==> src/rtl/mem_access_unit_if.sv <==
// Purpose : bundles the core request/response handshake and the word-RAM port of mem_access_unit.
// Latency : none, wiring only.
// Backpressure: the unit drives req_ready; the core holds its request until it is accepted.
// Ports (by modport):
//   slave  - the access unit: takes req_* and mem_rdata, drives req_ready, resp_* and mem_* controls
//   master - the core/RAM side: drives req_* and mem_rdata, observes everything else
interface mem_access_unit_if #(
    parameter int ADDR_WIDTH = 32,
    parameter int DATA_WIDTH = 32
);
    logic                  req_valid;
    logic                  req_write;
    logic [1:0]            req_size;
    logic                  req_signed;
    logic [ADDR_WIDTH-1:0] req_addr;
    logic [DATA_WIDTH-1:0] req_wdata;
    logic                  req_ready;
    logic                  resp_valid;
    logic [DATA_WIDTH-1:0] resp_rdata;
    logic                  resp_err;
    logic [ADDR_WIDTH-1:0] mem_addr;
    logic [DATA_WIDTH-1:0] mem_wdata;
    logic                  mem_write;
    logic                  mem_read;
    logic [DATA_WIDTH-1:0] mem_rdata;

    modport slave (
        input  req_valid, req_write, req_size, req_signed, req_addr, req_wdata, mem_rdata,
        output req_ready, resp_valid, resp_rdata, resp_err,
        output mem_addr, mem_wdata, mem_write, mem_read
    );

    modport master (
        output req_valid, req_write, req_size, req_signed, req_addr, req_wdata, mem_rdata,
        input  req_ready, resp_valid, resp_rdata, resp_err,
        input  mem_addr, mem_wdata, mem_write, mem_read
    );
endinterface

==> src/rtl/mem_access_unit.sv <==
// Purpose : turns MIPS byte/half/word loads and stores into word accesses on a sync RAM,
//           extracting/extending loads, doing read-modify-write for sub-word stores, and
//           flagging misaligned or illegal-size requests.
// Latency : accept-to-resp_valid is 2 cycles for loads and SB/SH, 1 cycle for SW and errors.
// Backpressure: req_ready is high only in IDLE; the core stalls until the request is taken.
// Ports   : clk, rst (async, active high); bus = mem_access_unit_if.slave (core request/response
//           and RAM address/data/enables).
// Config  : define MEM_BIG_ENDIAN_EN for MIPS big-endian lane numbering (default little-endian).
module mem_access_unit #(
    parameter int ADDR_WIDTH = 32,
    parameter int DATA_WIDTH = 32
) (
    input  logic               clk,
    input  logic               rst,
    mem_access_unit_if.slave   bus
);
    localparam logic [1:0] SZ_BYTE = 2'b00;
    localparam logic [1:0] SZ_HALF = 2'b01;
    localparam logic [1:0] SZ_WORD = 2'b10;

    typedef enum logic [2:0] {IDLE, RD, LDR, RMW, WR, ERR} state_t;

    state_t                state;
    logic                  lat_write;
    logic [1:0]            lat_size;
    logic                  lat_signed;
    logic [ADDR_WIDTH-1:0] lat_addr;
    logic [DATA_WIDTH-1:0] lat_wdata;

    logic                  req_ready_q;
    logic                  resp_valid_q;
    logic                  resp_err_q;
    logic                  mem_read_q;
    logic                  mem_write_q;
    logic [ADDR_WIDTH-1:0] mem_addr_q;

    logic                  misaligned;
    logic [1:0]            byte_lane;
    logic                  half_lane;
    logic [7:0]            byte_v;
    logic [15:0]           half_v;
    logic [DATA_WIDTH-1:0] ld_val;
    logic [DATA_WIDTH-1:0] merged;

    // Alignment is judged on the live request so the error path never touches the RAM.
    always_comb begin
        misaligned = 1'b0;
        case (bus.req_size)
            SZ_BYTE: misaligned = 1'b0;
            SZ_HALF: misaligned = bus.req_addr[0];
            SZ_WORD: misaligned = (bus.req_addr[1:0] != 2'b00);
            default: misaligned = 1'b1;
        endcase
    end

`ifdef MEM_BIG_ENDIAN_EN
    assign byte_lane = 2'd3 - lat_addr[1:0];
    assign half_lane = ~lat_addr[1];
`else
    assign byte_lane = lat_addr[1:0];
    assign half_lane = lat_addr[1];
`endif

    // mem_rdata is the RAM's registered-address output, so it is valid in LDR/RMW
    // and the lane extraction/merge has to be combinational off it.
    always_comb begin
        byte_v = bus.mem_rdata[{byte_lane, 3'b000} +: 8];
        half_v = bus.mem_rdata[{half_lane, 4'b0000} +: 16];
        case (lat_size)
            SZ_BYTE: ld_val = {{24{lat_signed & byte_v[7]}}, byte_v};
            SZ_HALF: ld_val = {{16{lat_signed & half_v[15]}}, half_v};
            default: ld_val = bus.mem_rdata;
        endcase
    end

    always_comb begin
        merged = bus.mem_rdata;
        if (lat_size == SZ_BYTE)
            merged[{byte_lane, 3'b000} +: 8] = lat_wdata[7:0];
        else
            merged[{half_lane, 4'b0000} +: 16] = lat_wdata[15:0];
    end

    always_ff @(posedge clk or posedge rst) begin
        if (rst) begin
            state        <= IDLE;
            lat_write    <= 1'b0;
            lat_size     <= 2'b00;
            lat_signed   <= 1'b0;
            lat_addr     <= '0;
            lat_wdata    <= '0;
            req_ready_q  <= 1'b1;
            resp_valid_q <= 1'b0;
            resp_err_q   <= 1'b0;
            mem_read_q   <= 1'b0;
            mem_write_q  <= 1'b0;
            mem_addr_q   <= '0;
        end else begin
            case (state)
                IDLE: begin
                    if (bus.req_valid) begin
                        lat_write   <= bus.req_write;
                        lat_size    <= bus.req_size;
                        lat_signed  <= bus.req_signed;
                        lat_addr    <= bus.req_addr;
                        lat_wdata   <= bus.req_wdata;
                        req_ready_q <= 1'b0;
                        if (misaligned) begin
                            state        <= ERR;
                            resp_valid_q <= 1'b1;
                            resp_err_q   <= 1'b1;
                        end else if (bus.req_write && bus.req_size == SZ_WORD) begin
                            state        <= WR;
                            mem_write_q  <= 1'b1;
                            mem_addr_q   <= {bus.req_addr[ADDR_WIDTH-1:2], 2'b00};
                            resp_valid_q <= 1'b1;
                        end else begin
                            state      <= RD;
                            mem_read_q <= 1'b1;
                            mem_addr_q <= {bus.req_addr[ADDR_WIDTH-1:2], 2'b00};
                        end
                    end
                end
                RD: begin
                    // mem_addr is left alone so the RAM read address stays put through RMW.
                    mem_read_q   <= 1'b0;
                    resp_valid_q <= 1'b1;
                    if (lat_write) begin
                        state       <= RMW;
                        mem_write_q <= 1'b1;
                    end else begin
                        state <= LDR;
                    end
                end
                LDR, RMW, WR, ERR: begin
                    state        <= IDLE;
                    req_ready_q  <= 1'b1;
                    resp_valid_q <= 1'b0;
                    resp_err_q   <= 1'b0;
                    mem_write_q  <= 1'b0;
                    mem_addr_q   <= '0;
                end
                default: state <= IDLE;
            endcase
        end
    end

    assign bus.req_ready  = req_ready_q;
    assign bus.resp_valid = resp_valid_q;
    assign bus.resp_err   = resp_err_q;
    assign bus.resp_rdata = (state == LDR) ? ld_val : '0;
    assign bus.mem_read   = mem_read_q;
    assign bus.mem_write  = mem_write_q;
    assign bus.mem_addr   = mem_addr_q;
    assign bus.mem_wdata  = (state == RMW) ? merged :
                            (state == WR)  ? lat_wdata : '0;
endmodule

==> src/flat_wrapper.sv <==
// flat-port wrapper written by rule: the top's interface ports become plain ports
module mem_access_unit_flat 
#(
    parameter int ADDR_WIDTH = 32,
    parameter int DATA_WIDTH = 32
)
  (clk, rst, bus_req_valid, bus_req_write, bus_req_size, bus_req_signed, bus_req_addr, bus_req_wdata, bus_mem_rdata, bus_req_ready, bus_resp_valid, bus_resp_rdata, bus_resp_err, bus_mem_addr, bus_mem_wdata, bus_mem_write, bus_mem_read);
  mem_access_unit_if #(.ADDR_WIDTH(ADDR_WIDTH), .DATA_WIDTH(DATA_WIDTH)) bus_i ();
  input  logic clk;
  input  logic rst;
  input wire logic [$bits(bus_i.req_valid)-1:0] bus_req_valid;
  input wire logic [$bits(bus_i.req_write)-1:0] bus_req_write;
  input wire logic [$bits(bus_i.req_size)-1:0] bus_req_size;
  input wire logic [$bits(bus_i.req_signed)-1:0] bus_req_signed;
  input wire logic [$bits(bus_i.req_addr)-1:0] bus_req_addr;
  input wire logic [$bits(bus_i.req_wdata)-1:0] bus_req_wdata;
  input wire logic [$bits(bus_i.mem_rdata)-1:0] bus_mem_rdata;
  output wire logic [$bits(bus_i.req_ready)-1:0] bus_req_ready;
  output wire logic [$bits(bus_i.resp_valid)-1:0] bus_resp_valid;
  output wire logic [$bits(bus_i.resp_rdata)-1:0] bus_resp_rdata;
  output wire logic [$bits(bus_i.resp_err)-1:0] bus_resp_err;
  output wire logic [$bits(bus_i.mem_addr)-1:0] bus_mem_addr;
  output wire logic [$bits(bus_i.mem_wdata)-1:0] bus_mem_wdata;
  output wire logic [$bits(bus_i.mem_write)-1:0] bus_mem_write;
  output wire logic [$bits(bus_i.mem_read)-1:0] bus_mem_read;
  assign bus_i.req_valid = bus_req_valid;
  assign bus_i.req_write = bus_req_write;
  assign bus_i.req_size = bus_req_size;
  assign bus_i.req_signed = bus_req_signed;
  assign bus_i.req_addr = bus_req_addr;
  assign bus_i.req_wdata = bus_req_wdata;
  assign bus_i.mem_rdata = bus_mem_rdata;
  assign bus_req_ready = bus_i.req_ready;
  assign bus_resp_valid = bus_i.resp_valid;
  assign bus_resp_rdata = bus_i.resp_rdata;
  assign bus_resp_err = bus_i.resp_err;
  assign bus_mem_addr = bus_i.mem_addr;
  assign bus_mem_wdata = bus_i.mem_wdata;
  assign bus_mem_write = bus_i.mem_write;
  assign bus_mem_read = bus_i.mem_read;
  mem_access_unit #(.ADDR_WIDTH(ADDR_WIDTH), .DATA_WIDTH(DATA_WIDTH)) u_core (.clk(clk), .rst(rst), .bus(bus_i));
endmodule
==> config.mk <==
export PLATFORM = sky130hd
export DESIGN_NAME = mem_access_unit_flat
export DESIGN_NICKNAME = d
export VERILOG_FILES = /design/src/rtl/mem_access_unit_if.sv /design/src/rtl/mem_access_unit.sv /design/src/flat_wrapper.sv
export SDC_FILE = /design/constraint.sdc
export NUM_CORES = 1
export LEC_CHECK = 0
export CORE_ASPECT_RATIO = 1.2
export CORE_UTILIZATION = 44
export CTS_CLUSTER_DIAMETER = 80
export DETAILED_ROUTE_END_ITERATION = 10
export GPL_TIMING_DRIVEN = 0
export PLACE_DENSITY = 0.81
export SETUP_SLACK_MARGIN = 0.15
export SYNTH_ARGS = -nofsm -noshare
export SYNTH_HDL_FRONTEND = slang
export SYNTH_SLANG_ARGS = --single-unit
==> constraint.sdc <==
create_clock -name clk -period 3.5 [get_ports clk]
set_clock_uncertainty 0.1 [all_clocks]
set_input_delay 0.7 -clock clk [delete_from_list [all_inputs] [get_ports clk]]
set_output_delay 0.7 -clock clk [all_outputs]
set_load 0.01 [all_outputs]
# Yosys cells after proc, flatten, opt, wreduce, memory -nomap -nowiden
# Index checks and enable logic that the tools add are counted.
# W data, S select, Z words.
word_totals:
  ff_bits: 78
  inputBits: 103
  output_inout_bits: 101
op_classes:
  bitwise: 2
  n_addsub: 2
  n_mux: 33
  reduce_logical: 16
  shifts: 6
  eq_ne: 15
ops:
  columns: ["operator", "count"]
  rows:
  - ["$mux W32", 6]
  - ["$pmux W32 S2", 2]
  - ["$bwmux W32", 2]
  - ["$shift A16 B7 Y32 const A", 1]
  - ["$shift A8 B7 Y32 const A", 1]
  - ["$shiftx A16 B7 Y32", 1]
  - ["$shiftx A32 B6 Y16", 1]
  - ["$shiftx A32 B6 Y8", 1]
  - ["$shiftx A8 B7 Y32", 1]
  - ["$neg A5 Y7", 2]
  - ["$mux W1", 13]
  - ["$mux W3", 3]
  - ["$pmux W1 S3", 3]
  - ["$reduce_and A3 Y1", 3]
  - ["$eq A3 B2 Y1 const B", 2]
  - ["$eq A3 B3 Y1 const B", 2]
  - ["$ne A2 B1 Y1 const B", 3]
  - ["$ne A2 B2 Y1 const B", 3]
  - ["$pmux W1 S2", 3]
  - ["$pmux W3 S2", 1]
  - ["$reduce_bool A2 Y1", 3]
  - ["$reduce_and A5 Y1", 1]
  - ["$eq A2 B1 Y1 const B", 2]
  - ["$logic_not A2 Y1", 2]
  - ["other kinds (10)", 12]

# Logic depth before layout (Yosys ltp)
logic_depth:
  word_depth: 6
  ltp_mapped: 9
  mapped_depth_nobuf: 6

# Least setup slack after synthesis
# No wires, ideal clock.
synth_path:
  kind: "register -> output"
  from: "register u_core.lat_addr[1]"
  to: "output bus_mem_wdata[14]"
  path_slack_ps: 645
  required_time_ps: 2700
  stages_incl_launch_ff: 9
  t_arrival_ps: 2055
  path_buffers: 3
  cell_sequence: "dfrtp_1 -> buf_2 -> buf_2 -> inv_1 -> ha_1 -> and4_1 -> clkbuf_1 -> a221o_1 -> a22o_1"
synth_via:
  elab_chain_len: 5
  elab_cells_between_ends: 10
synth_rtl:
  columns: ["element", "line_no", "source"]
  rows:
  - ["from (decl)", "mem_access_unit.sv:27", "logic [ADDR_WIDTH-1:0] lat_addr;"]
  - ["from (signal assigned)", "mem_access_unit.sv:105", "lat_addr <= bus.req_addr;"]
  - ["$neg A5 Y7 (on tied branches)", "mem_access_unit.sv:81, mem_access_unit.sv:79", null]
  - ["$shiftx A16 B7 Y32 (tied with other cells)", "mem_access_unit.sv:81", "merged[{half_lane, 4'b0000} +: 16] = lat_wdata[15:0];"]
  - ["$bwmux W32 (on tied branches)", "mem_access_unit.sv:81, mem_access_unit.sv:79", null]
  - ["$mux W32 (*)", "mem_access_unit.sv:78", "if (lat_size == SZ_BYTE)"]
  - ["$mux W32 (*)", "mem_access_unit.sv:155", "assign bus.mem_wdata = (state == RMW) ? merged :"]
  - ["to (decl)", "flat_wrapper.sv:23", "output wire logic [$bits(bus_i.mem_wdata)-1:0] bus_mem_wdata;"]
# Mark *: on every way between the ends. The rest lies on a longest branch, timed or not.

# Worst setup path in the final report
layout_path:
  from: "register u_core.lat_addr[1]"
  to: "output bus_mem_wdata[21]"
# Same word-level chain as after synthesis.

==> load_flow_metrics.sql <==
INSERT INTO impl_metrics (metric_group, metric, value, unit) VALUES
('run_status', 'outcome', 'finished clean', ''),
('placed_design', 'place.gp.congestion', '0.976', ''),
('clock_tree', 'htree_num_levels', '3', ''),
('layout', 'synthToLayoutAreaGrowth', '53.8', '%'),
('synth', 'post_synth_instance_area', '0.00512', 'mm2'),
('clock_tree', 'clock_latency_late_sink', '0.34', 'ns'),
('drt', 'drt_first_pass_iters', '8', ''),
('grt', 'most_heavily_used_metal_layer_in_global_routing', 'met2', ''),
('synth', 'synth_edf_count', '0', ''),
('clock_tree', 'tritoncts_clock_tree', 'done', ''),
('clock_tree', 'cts_root_buf', 'sky130_fd_sc_hd__clkbuf_16', ''),
('clock_tree', 'cts_inserted_buffers', '9', ''),
('layout', 'num-nets-final', '887', ''),
('power_and_ir_drop', 'irDropWorstVdd', '0.432', 'mV'),
('synth', 'yosys_most_used_dff', 'sky130_fd_sc_hd__dfrtp_1', ''),
('drt', 'detail_route.wirelength', '19.2', 'mm'),
('grt', 'grtUsageTotal', '32.6', '%'),
('grt', 'grt_util_met3', '9.78', '%'),
('clock_tree', 'clkSlewWorstSetupHoldPaths', '0.06', 'ns'),
('layout', 'layout_commonest_cell', 'sky130_fd_sc_hd__clkdlybuf4s50_1', ''),
('sta', 'relSlewSlack', '59.3', '%'),
('sta', 'post-route-min-period', '3.32', 'ns'),
('grt', 'grt_antenna_before_repair', '0', ''),
('die', 'dieHeight', '120', 'um'),
('sta', 'final_critical_path_setup_slack', '0.180', 'ns'),
('placed_design', 'portBuffers', '201', ''),
('clock_tree', 'clock_path_buffers', '2', ''),
('layout', 'final_core_util', '70.3', '%'),
('sta', 'worst_pin_slew', '0.607', 'ns'),
('power_and_ir_drop', 'total_power', '6270', 'uW'),
('layout', 'finish.instance_area', '0.00787', 'mm2'),
('synth', 'synth.lib_cells_used.distinct', '49', ''),
('worst_setup_path', 'setup_crit_end_kind', 'output pin', ''),
('clock_tree', 'cts_hold_buf', '0', ''),
('sta', 'rsz_0062_raised_after_global_routing', 'true', ''),
('synth', 'syn_area_per_cell', '9.32', 'um2'),
('synth', 'synth.largest_area_cell', 'sky130_fd_sc_hd__dfrtp_1', ''),
('sta', 'timing.final.crit_share', '94.9', '%'),
('grt', 'global_route.overflow_total', '0', ''),
('run', 'max_cap_viol', '0', ''),
('drt', 'avgRoutedWirePerCell', '20.5', 'um'),
('synth', 'synth_largest_type_area_fraction', '36.7', '%'),
('worst_setup_path', 'worstSetupStartpointType', 'flip-flop', ''),
('worst_setup_path', 'cp.required', '2.70', 'ns'),
('sta', 'max_freq', '0.301', 'GHz'),
('worst_setup_path', 'setup.worst_path.class', 'flip-flop to output pin', ''),
('power_and_ir_drop', 'leakage', '0.00337', 'uW'),
('synth', 'postSynth.asyncResetShare', '100', '%'),
('sta', 'finalHoldViolations', '0', ''),
('layout', 'fill_cells', '870', ''),
('worst_setup_path', 'startpoint', 'u_core.lat_addr[1]', ''),
('grt', 'use_met1', '35.8', '%'),
('hold_path', 'hp-class', 'flip-flop to flip-flop', ''),
('worst_setup_path', 'worst_ep_arrival_time', '2.52', 'ns'),
('synth', 'synth-warning-count', '0', ''),
('die', 'dieWidth', '100', 'um'),
('drt', 'dr_total_vias', '5642', ''),
('layout', 'area_of_the_multi_input_gates', '0.00302', 'mm2'),
('die', 'die_area', '0.0121', 'mm2'),
('placed_design', 'post_placement_cell_area', '0.00735', 'mm2'),
('hold_path', 'min-delay-start', 'u_core.bus.req_ready', ''),
('layout', 'area_taken_by_flip_flops_and_latches', '0.00190', 'mm2'),
('worst_setup_path', 'rr_startpoint', 'u_core.state[0]', ''),
('grt', 'grt_first_pass_wirelength', '30.2', 'mm'),
('drt', 'drc', '0', ''),
('die', 'placeableCoreArea', '0.0112', 'mm2'),
('die', 'rows', '42', ''),
('grt', 'grt_start_max_net_pins', '52', ''),
('power_and_ir_drop', 'powerDensity', '797', 'mW/mm2'),
('synth', 'yosys-top-cells-area', 'sky130_fd_sc_hd__dfrtp_1 37%, sky130_fd_sc_hd__mux2_2 10%, sky130_fd_sc_hd__nand2_1 7.3%, sky130_fd_sc_hd__a22o_1 5.6%, sky130_fd_sc_hd__mux2i_1 5.1%', ''),
('grt', 'number_of_global_route_vias_before_repair', '5749', '');
## power by group
part / total (uW) / leakage (uW) / internal, uW / switching (uW)
clock network: 960 / 0.000149 / 589 / 371
registers: 1710 / 0.000949 / 1290 / 426
logic: 3600 / 0.00227 / 1750 / 1840
total: 6270 / 0.00337 / 3630 / 2640
## registers in the layout, summed over array words and instances, names as in the netlist
signal,flops
u_core.lat_wdata,32
u_core.lat_signed,1
u_core.bus.resp_valid,1
u_core.bus.req_ready,1
u_core.bus.mem_addr,30
u_core.bus.mem_read,1
u_core.bus.mem_write,1
u_core.lat_write,1
u_core.lat_size,2
u_core.bus.resp_err,1
u_core.state,3
u_core.lat_addr,2
## metrics by stage
| step | setup TNS (ns) | hold WS, ns | cells |
|---|---|---|---|
| finish | 0 | 0.395 | 938 |
| global route | 0 | 0.433 | 938 |
| CTS | 0 | 0.393 | 933 |
| detailed placement | -7.74 | 0.384 | 906 |
| global placement | -38.09 | 0.377 | 905 |
| floorplan | 0 | 0.359 | 550 |
## timing repair
item,in CTS,in global routing
buffers inserted,10,5
endpoints found under the setup margin,56,52
pin swaps,11,6
cloned,1,0
hold endpoints to repair,0,0
gates resized for setup,68,22
## path summary, 6_finish.rpt
path	to	slack [ns]	cells after the start
hold reg to reg	u_core.bus.req_ready	0.40	2
setup / recovery	bus_mem_wdata[21]	0.18	10
max in group asynchronous	u_core.bus.req_ready	2.09	3
setup reg to reg	u_core.lat_wdata[17]	1.53	5
hold / removal	u_core.bus.req_ready	0.40	2
min in group asynchronous	u_core.bus.mem_addr[15]	0.58	2
## per-layer routing
| layer | wire [um] | part of all wire [%] | vias up |
|---|---|---|---|
| li1 | - | - | 2510 |
| met1 | 6740 | 35 | 2644 |
| met2 | 9340 | 49 | 399 |
| met3 | 2140 | 11 | 89 |
| met4 | 988 | 5.1 | 0 |
| met5 | 0 | 0 | - |
## synthesized netlist by cell type, drive strengths merged (2+ instances only)
library cell,count
a21oi,41
a221o,24
a221oi,2
a222oi,7
a22o,33
and2,2
and4,2
buf,29
clkbuf,20
dfrtp,75
ha,5
inv,7
mux2,49
mux2i,26
nand2,100
nand3,30
nor2,21
nor3,3
nor3b,3
o211ai,30
o21a,3
o21ai,14
o22ai,2
or3b,2
## final cells by class
cell class / count / area share [%]
Inverter: 8 / 0.525
Clock buffer: 12 / 3.26
Multi-Input combinational cell: 417 / 38.4
Buffer: 49 / 3.40
Timing Repair Buffer: 218 / 27.2
Sequential cell: 76 / 24.2
Tap cell: 154 / 2.45
Clock inverter: 4 / 0.604
## worst max-delay path, stage by stage (launching register included)
cell and delay [ns]:
sky130_fd_sc_hd__dfrtp_1 0.37, sky130_fd_sc_hd__buf_4 0.17, sky130_fd_sc_hd__buf_8 0.16, sky130_fd_sc_hd__inv_6 0.08, sky130_fd_sc_hd__ha_4 0.15, sky130_fd_sc_hd__nor2_2 0.05
sky130_fd_sc_hd__and4_1 0.21, sky130_fd_sc_hd__clkbuf_8 0.17, sky130_fd_sc_hd__a221o_1 0.30, sky130_fd_sc_hd__a22o_1 0.21, sky130_fd_sc_hd__dlygate4sd2_1 0.28
## logic make-up (layout without fill, tap and decap cells)
family                   after synthesis  after routing  share of synthesized area, %
other                                  1              2                        0.0733
adder cells (fa/ha/maj)                5              5                          1.22
AND/OR/NAND/NOR                      170            170                          15.7
flip-flops                            76             76                          37.2
AO/OA/AOI/OAI                        165            165                          24.8
buffers and inverters                 57            291                          5.21
multiplexers                          75             75                          15.9
(Power assumes the default switching activity.)
